## config.mk

```make
export PLATFORM = sky130hd
export DESIGN_NAME = slave_responder
export DESIGN_NICKNAME = d
export VERILOG_FILES = /design/src/rtl/slave_responder.sv
export SDC_FILE = /design/constraint.sdc
export NUM_CORES = 1
export LEC_CHECK = 0
export ABC_AREA = 1
export CAP_MARGIN = 20
export CORE_AREA = 10 10 213 215
export DETAILED_ROUTE_END_ITERATION = 16
export DIE_AREA = 0 0 223 225
export PLACE_DENSITY_LB_ADDON = 0.15
export SLEW_MARGIN = 20
export SYNTH_ARGS = -nofsm -noshare
export SYNTH_HDL_FRONTEND = slang
export SYNTH_SLANG_ARGS = --single-unit
```

## constraint.sdc

```tcl
create_clock -name clk -period 3.4 [get_ports clk]
set_clock_uncertainty 0.1 [all_clocks]
set_input_delay 0.68 -clock clk [delete_from_list [all_inputs] [get_ports clk]]
set_output_delay 0.68 -clock clk [all_outputs]
set_load 0.02 [all_outputs]
```

## src/rtl/slave_responder.sv

```systemverilog
// slave_responder: single-word memory endpoint for a crossbar slave port with programmable ack latency.
module slave_responder #(
    parameter int DEPTH_LOG2 = 4,
    parameter int ACK_DELAY  = 2
) (
    input  logic        clk,
    input  logic        rst,
    input  logic        req,
    input  logic        cmd,
    input  logic [31:0] addr,
    input  logic [31:0] wdata,
    output logic        ack,
    output logic [31:0] rdata
);
    localparam logic [1:0] IDLE = 2'd0, WAIT = 2'd1, ACK = 2'd2;

    logic [1:0]            state;
    logic [3:0]            cnt;
    logic                  cmd_q;
    logic [DEPTH_LOG2-1:0] idx;
    logic [31:0]           wdata_q;
    logic [31:0]           mem [2**DEPTH_LOG2];
    logic                  unused_addr;

    assign unused_addr = ^{addr[31:DEPTH_LOG2+2], addr[1:0]};

    // ack is registered alongside the transition into ACK so it is a clean flop output
    always_ff @(posedge clk or posedge rst) begin
        if (rst) begin
            state   <= IDLE;
            cnt     <= 4'd0;
            ack     <= 1'b0;
            rdata   <= 32'h0;
            cmd_q   <= 1'b0;
            idx     <= '0;
            wdata_q <= 32'h0;
        end else begin
            ack <= 1'b0;
            case (state)
                IDLE: if (req) begin
                    cmd_q   <= cmd;
                    idx     <= addr[DEPTH_LOG2+1:2];
                    wdata_q <= wdata;
                    cnt     <= 4'(ACK_DELAY);
                    state   <= (ACK_DELAY == 0) ? ACK : WAIT;
                    ack     <= (ACK_DELAY == 0);
                end
                WAIT: begin
                    cnt <= cnt - 4'd1;
                    if (!req) begin
                        state <= IDLE;
                    end else if (cnt == 4'd1) begin
                        state <= ACK;
                        ack   <= 1'b1;
                    end
                end
                ACK: begin
                    state <= IDLE;
                    if (!cmd_q) rdata <= mem[idx];
                end
                default: state <= IDLE;
            endcase
        end
    end

    // storage is deliberately not reset so contents survive rst
    always_ff @(posedge clk) begin
        if (state == ACK && cmd_q) mem[idx] <= wdata_q;
    end
endmodule

```

==> impl_results.md <==
* Sequential fraction of the synthesis area at 0.718
* Site Rows at 75
* Worst EP arrival at between 2 and 3 ns
* Cell area power density at between 700 and 800 mW/mm²
* TritonRoute pass-1 iters at 6
* Avg Synthesized Cell Area at 10.9 µm²
* H-Tree Level Count at 2
* Final setup viols at 0
* Overall Global Routing Usage at 0.220
* Worst setup SP type: register
* Global-route wire length before repair at 86600 µm
* FMAX at 395 MHz
* Share of layout cells above drive strength 1 at 0.0829
* Worst skew pair latency at 0.61 ns
* Critical-path cell list: nand2_1 > inv_1 > buf_4 > nand2_1 > nand3_1 > nor2_1 > nor2_1
* DRC violations left at 0
* Crit end category: register
* Initial DRC Count at 1593
* Worst-Margin Slew at 0.877 ns
* Global route overflow at 0
* Worst-path clk slew at 0.06 ns
* Period minus WS final at between 2 and 3 ns
* CTS resizes at 0
* IO buf count at 72
* Reg2reg path depth at 7
* RSZ-0062 raised after global routing: false
* CP required at about 3.8 ns
* Post-Place Setup Slack at 0.943 ns
* Hold Path Class: in2async
* Placed standard-cell area at 0.0255 mm²
* LEAKAGE at roughly 11 nW
* Horiz. Die Dim at roughly 220 µm
* Syn Std Cell Area at 0.0241 mm²
* Drt wl/cell at 19.2 µm
* Die ar. at 0.0502 mm²
* Total power at 19.6 mW
* Crit path max fanout at 17
* Final ANT Viol Nets at 0
* Vias at 15800
* Fin Hold WS at 0.360 ns
* Area leader, netlist: edfxtp_1
* Rel. slew slack at 0.415
* Largest net degree at the start of global routing at 183
* Synth cell types at 27
* Final HPWL DP at 28600 µm
* Number of setup buffers added after CTS at 0
* CTS Root Cell: clkbuf_16
* Core area at 0.0414 mm²
* Vias in the first global route at 15700
* Synth Warn # at 0
* Ant. Diodes at 0
* Hold-fix buffers, CTS at 0
* Tcrit/Tclk final at 0.745
* RePlAce Congestion at 0.764
* Top cell type's share of synthesized area at 0.639
* Synthesized flop and latch total at just under 600
* VDD IR max at between 0.6 and 0.7 mV
* Top post-synthesis cells by area: edfxtp_1, nand2_1, dfrtp_1
* Crit-path slowest cell: inv_1
* Max incr delay on CP at about 0.74 ns
* Total Nets Final at 2352
* Syn nets at ~2300
* Die height at 225 µm
* R2R Path Start: idx[2]
* Initial Utilization at 0.582
* Vias per cell at 5.50
* Outcome: finished clean
* Total CTS buffers at 59
* Final setup TNS at 0 ns
* Slew Viols, Final at 0
* R2R setup slack at about 0.87 ns
* Finished Cell Area at 0.0274 mm²
* Fillers at 3044
* Mapped Cells at 2218
* Clock buffer depth at 3
* Crit Path Class: reg2reg
* Fin. Hold Viols at 0
* Area grow syn2layout at 13.9%
* RR Endpoint: rdata[7]
* I/O pins at 101
* CP startpoint: idx[2]
* WL final at 55100 µm
* Maximum capacitance violations at 0
* CTS tree: built
* CTS sink cnt at 588
* Post-route worst setup slack at 0.869 ns
* Initial antenna violation count at 1
## kinds of logic after synthesis
logic type	synth area share
flops	0.718
compound gates	0.00213
simple gates	0.243
mux	0.000416
fa+ha+maj	0.00104
buf+inv	0.0357
## power by group
part           switching [mW]  leakage (nW)  internal [mW]
logic                    2.50          4.48           1.32
registers               0.632          5.59           8.62
clock network            2.60         0.957           3.88
## synthesized netlist by cell type
master	n
nand2_1	1133
edfxtp_1	512
nand3_1	166
nor2_1	88
dfrtp_1	76
buf_2	64
inv_1	43
nand4_1	32
or2_2	31
clkbuf_1	21
buf_6	14
buf_4	10
o21ai_0	6
buf_1	5
clkbuf_2	3
ha_1	2
inv_4	2
a22oi_1	1
a31oi_1	1
buf_8	1
inv_2	1
mux2i_1	1
nor2_2	1
nor3_4	1
nor3b_1	1
o211ai_1	1
or2_1	1
## placed cells by master (no fill, tap or decap), types with 10 or more instances in the layout
cell type,count
nand3_1,166
or2_2,31
nand4_1,32
nor2_1,69
nor2_4,20
clkinv_2,10
buf_12,14
clkbuf_16,59
clkbuf_1,16
buf_4,35
inv_1,42
nand2_1,1133
edfxtp_1,512
clkdlybuf4s50_1,72
dfrtp_1,74
## through the flow
step,utilization,std cells
6_report,0.663,2866
3_5_place_dp,0.616,2760
2_1_floorplan,-,2218
3_3_place_gp,0.616,2760
4_1_cts,0.663,2866
5_1_grt,0.663,2866
## registers in the layout, indices dropped and copies added, names as in the netlist
signal	count
ack	1
mem	512
rdata	32
state	2
cnt	4
idx	4
wdata_q	32
cmd_q	1
## cell type report
class | instances | area [µm²] | area share
multi-input combinational | 1466 | 6080 | 0.222
timing repair buffer | 121 | 1260 | 0.0461
clock buffer | 83 | 1650 | 0.0600
inverter | 46 | 183 | 0.00666
sequential | 588 | 17300 | 0.630
tap | 539 | 674 | 0.0246
clock inverter | 23 | 293 | 0.0107
## routing by layer
metal,vias to the layer above,global-route usage,share of wire
li1,7461,-,-
met1,7620,0.291,0.42
met2,568,0.359,0.48
met3,107,0.0383,0.072
met4,0,0.0817,0.032
met5,-,0,0
## worst max-delay path, delay by kind of cell, from the launching register on
kind,cells,cell delay [ns]
simple gates,5,0.69
buf+inv,2,1.19
flops,1,0.46
## worst max path at each step
stage	endpoint	slack, ns	cells after the start
final	rdata[7]	0.87	7
after global routing	rdata[7]	0.77	7
after CTS	rdata[17]	0.91	7
after detailed placement	rdata[17]	0.94	7
after global placement	rdata[31]	0.99	7
after floorplan	mem[0][0]	0.44	4
Power figures use the tool's default switching activity.
==> variant 1: new RTL, same flow settings <==
`DEPTH_LOG2`: 4 -> 3.
--- a/src/rtl/slave_responder.sv
+++ b/src/rtl/slave_responder.sv
@@ -2,3 +2,3 @@
 module slave_responder #(
-    parameter int DEPTH_LOG2 = 4,
+    parameter int DEPTH_LOG2 = 3,
     parameter int ACK_DELAY  = 2
Behaviour: not the same (Yosys sat finds a counterexample within 10 cycles, from zero or initial values and one cycle with rst high).
==> variant 1 against the original RTL <==
Setup slack worse by 0.0078 ns; critical endpoint is now mem[6][13]; sequential cell count shrank 257; area after synthesis decreased by 43%; worst hold slack gained 0.057 ns; design area down 40%; die area is the same; largest cell class unchanged; final cell count decreased by 32%; highest routed layer unchanged; total power down 42%; largest power group unchanged; via count decreased by 46%; routed wire length down 42%; critical path depth is 3 lower; clock power decreased by 39%; count of clock-buffer cells in the layout shrank 24; critical path type unchanged.
==> variant 1: results (changes against the original RTL) <==
INFO  metric design.final.nets = 1465 (-38%)
INFO  metric reg2regPathDepth = 4 (-3)
INFO  metric yosys.area_share.xor_xnor = 0.00128 (+0.00128)
INFO  metric place_inst = 1894 (-31%)
INFO  metric synth_commonest_cells = sky130_fd_sc_hd__nand2_1 (357), sky130_fd_sc_hd__inv_1 (265), sky130_fd_sc_hd__edfxtp_1 (256), sky130_fd_sc_hd__nand3_1 (130), sky130_fd_sc_hd__nor2_1 (88)
INFO  metric worst_path_largest_cell_delay = 0.63 ns (-0.11 ns)
INFO  metric postSynthCellCount = 1308 (-41%)
INFO  metric reg_top3 = mem: 256 flops, rdata: 32 flops, wdata_q: 32 flops
INFO  metric cpMaxStageDelayCell = sky130_fd_sc_hd__dfrtp_4
INFO  metric grt_pass1_wl = 50000 um (-42%)
INFO  metric clk-insertion-delay-late = 0.53 ns (-0.08 ns)
INFO  metric routed_wirelength = 32000 um (-42%)
INFO  metric leakage = 7.00 nW (-37%)
INFO  metric detailed_place_hpwl = 18100 um (-37%)
INFO  metric critical-path-top-delay-family = simple AND/OR/NAND/NOR gates
INFO  metric worstMarginPinSlew = 0.763 ns (-0.114 ns)
INFO  metric final_cell_count_no_fill = 1963 (-32%)
INFO  metric placement.cell_area = 15200 um2 (-40%)
INFO  metric num-fill-cells = 3998 (+31%)
INFO  metric synth-seq-area-share = 0.698 (-0.0196)
INFO  metric detailedRoute.firstIterationViolations = 478 (-70%)
INFO  metric detailedRoute.firstPassIterationCount = 4 (-2)
INFO  metric critical_path_peak_fanout = 31 (+14)
INFO  metric synth_edf_count = 256 (-50%)
INFO  metric critPathCapture = mem[6][13]
INFO  metric final_layout_size_suffix_gt1_frac = 0.0787 (-0.00429)
INFO  metric maximum_number_of_pins_on_one_net_before_global_route_repair = 71 (-61%)
INFO  metric startpoint = idx[0]
INFO  metric synthArstFlopShare = 0.227 (+0.0973)
INFO  metric status = finished clean
INFO  metric ir_worst_vdd = 0.404 mV (-40%)
INFO  metric yosys-mux-area-fraction = 0 (-0.000416)
INFO  metric aggregate_global_route_resource_usage = 0.128 (-0.0920)
INFO  metric synth_area_leaders = sky130_fd_sc_hd__edfxtp_1 (56%), sky130_fd_sc_hd__dfrtp_1 (14%), sky130_fd_sc_hd__nand2_1 (9.8%), sky130_fd_sc_hd__inv_1 (7.3%), sky130_fd_sc_hd__nand3_1 (4.8%)
INFO  metric timing.critical_path.arrival = 2.67 ns (-0.29 ns)
INFO  metric routabilityCongestion = 0.698 (-8.6%)
INFO  metric vias_in_the_first_global_route = 8564 (-45%)
==> variant 1: power by group <==
part	leakage [nW]	switching (mW)	total [mW]	internal [mW]
sequential	3.27	0.365	5.23	4.86
clock	0.581	1.57	3.95	2.38
combinational	3.15	1.25	2.08	0.826
==> variant 1: layer usage <==
metal  part of all wire  global-route usage  up-vias
met3              0.039              0.0240       47
met5                  0                   0        -
met4              0.025              0.0473        0
met1               0.46               0.162     4051
li1                   -                   -     4297
met2               0.47               0.214      151
==> variant 1: final cells by class <==
type	count	area, um2	area share
Sequential cell	331	9570	0.582
Multi-Input combinational cell	658	2970	0.181
Clock buffer	59	1100	0.0670
Timing Repair Buffer	99	1020	0.0621
Inverter	267	1010	0.0612
Tap cell	539	674	0.0410
Clock inverter	10	101	0.00616
==> variant 2: new RTL, same flow settings <==
Made on the original files. Reset style: synchronous (`rst`), changed in one clocked block.
--- a/src/rtl/slave_responder.sv
+++ b/src/rtl/slave_responder.sv
@@ -27,3 +27,3 @@
     // ack is registered alongside the transition into ACK so it is a clean flop output
-    always_ff @(posedge clk or posedge rst) begin
+    always_ff @(posedge clk) begin
         if (rst) begin
Formal check against the unedited RTL: differs if rst is asserted again (counterexample within 4 cycles, from zero or initial values and one cycle with rst high); with rst held inactive, the same outputs for 4 cycles.
==> variant 2 against the original RTL <==
Sequential cell count unchanged; design area down 2.6%; area after synthesis down 2.1%; fmax down 2.6%; setup slack worse by 0.068 ns; routed wire length down 0.43%; highest routed layer unchanged.
Power is not compared: it rests on default switching activity, and its combinational part moved more than twofold at a synthesized area within 25%.
==> variant 2: results (changes against the original RTL) <==
INFO  metric clk-insertion-delay-late = 0.62 ns
INFO  metric cpMaxStageDelayCell = sky130_fd_sc_hd__nor2_4
INFO  metric aggregate_global_route_resource_usage = 0.216 (-0.00413)
INFO  metric synth_fa_ha_area_frac = 0.00106 (+0.0000228)
INFO  metric reg2regPathDepth = 5 (-2)
INFO  metric timing.critical_path.arrival = 2.76 ns (-0.20 ns)
INFO  metric post_cts.resized_instances = 0 (unchanged)
INFO  metric yosys-mux-area-fraction = 0 (-0.000416)
INFO  metric power_switching = 3.45 mW
INFO  metric place_inst = 2720 (-1.4%)
INFO  metric synth_compound_gate_area_share = 0.0174 (+0.0152)
INFO  metric avgRoutedWirePerCell = 19.4 um (+0.73%)
INFO  metric grt_pass1_wl = 84100 um (-2.8%)
INFO  metric worst_path_largest_cell_delay = 0.60 ns (-0.14 ns)
INFO  metric reg_to_reg_setup_timing_slack = 0.80 ns (-0.07 ns)
INFO  metric detailed_place_hpwl = 26800 um (-6.1%)
INFO  metric cts-htree-levels = 2 (unchanged)
INFO  metric status = finished clean
INFO  metric clock_root_buffer = sky130_fd_sc_hd__clkbuf_16
INFO  metric detailedRoute.firstPassIterationCount = 5 (-1)
INFO  metric crit-reg2reg-capture = mem[4][30]
INFO  metric antenna_found_initial = 0 (-1)
INFO  metric routed_wirelength = 54900 um (-0.43%)
INFO  metric crit-reg2reg-launch = state[0]
INFO  metric count_of_input_and_output_buffers = 72 (unchanged)
INFO  metric synthArstFlopShare = 0 (-0.129)
INFO  metric final_layout_size_suffix_gt1_frac = 0.0615 (-0.0215)
INFO  metric maximum_number_of_pins_on_one_net_before_global_route_repair = 258 (+41%)
INFO  metric detailedRoute.firstIterationViolations = 1635 (+2.6%)
INFO  metric vias = 15500 (-1.5%)
INFO  metric design.final.nets = 2313 (-1.7%)
INFO  metric routabilityCongestion = 0.754 (-1.3%)
INFO  metric hold_class = reg2reg
INFO  metric critical-path-top-delay-family = simple AND/OR/NAND/NOR gates
INFO  metric postSynthCellCount = 2197 (-0.95%)
INFO  metric whs_endpoint = cnt[2]
INFO  metric hold_slack = 0.343 ns (-0.0174 ns)
INFO  metric synth_cell_type_count = 24 (-11%)
INFO  metric synth_commonest_cells = sky130_fd_sc_hd__nand2_1 (1029), sky130_fd_sc_hd__edfxtp_1 (512), sky130_fd_sc_hd__nand3_1 (168), sky130_fd_sc_hd__nor2_1 (154), sky130_fd_sc_hd__dfxtp_1 (76)
INFO  metric vias_in_the_first_global_route = 15000 (-4.0%)
INFO  metric critical_path_peak_fanout = 20 (+3)
INFO  metric max_slew_margin = 0.312 (-0.103)
INFO  metric synth_area_leaders = sky130_fd_sc_hd__edfxtp_1 (65%), sky130_fd_sc_hd__nand2_1 (16%), sky130_fd_sc_hd__dfxtp_1 (6.5%), sky130_fd_sc_hd__nand3_1 (3.6%), sky130_fd_sc_hd__nor2_1 (2.5%)
INFO  metric synth-seq-area-share = 0.717 (about the same)
[variant 2: worst max path at each step]
stage | start | to | cells after the start
after floorplan | idx[3] | mem[0][0] | 4
after global placement | state[0] | mem[0][10] | 5
after detailed placement | state[0] | mem[0][6] | 5
after CTS | state[0] | mem[0][29] | 5
after global routing | idx[0] | rdata[11] | 11
final | state[0] | mem[4][30] | 5
[variant 2: metal layers]
layer / global-route usage / vias to the layer above / routed length, um
met5: 0 / - / 0
met4: 0.0802 / 0 / 1420
met3: 0.0341 / 105 / 4200
met2: 0.351 / 531 / 26000
met1: 0.288 / 7411 / 23300
li1: - / 7470 / -
[variant 2: cell type report]
class	count	area, um2
fillers	3161	14700
clock buffers	92	1650
multi-input cells	1469	6090
inverters	16	70.1
well taps	539	674
clock inverters	20	151
repair buffers	109	1160
flip-flops and latches	588	16900
[variant 2: metrics by stage]
| stage | instance area, um2 | worst slack (ns) |
|---|---|---|
| after global placement | 24900 | 0.811 |
| after detailed placement | 24900 | 0.791 |
| final | 26700 | 0.800 |
| after floorplan | 23600 | 0.521 |
| after global routing | 26700 | 0.613 |
| after CTS | 26700 | 0.765 |
[variant 2: cell families (layout without fill, tap and decap cells)]
family                     Yosys count  after routing
adders and majority gates            2              2
AOI/OAI and AO/OA                   81             81
and+or+nand+nor                   1386           1386
DFF                                588            588
buffers and inverters              140            237
[variant 2: power groups by stage]
stage	registers, mW	logic [mW]	clock network [mW]
floorplan	8.18	0.688	0
global placement	8.24	0.920	0
detailed placement	8.25	0.935	0
CTS	8.10	0.940	6.16
global route	8.12	1.06	6.46
finish	8.10	0.945	6.10
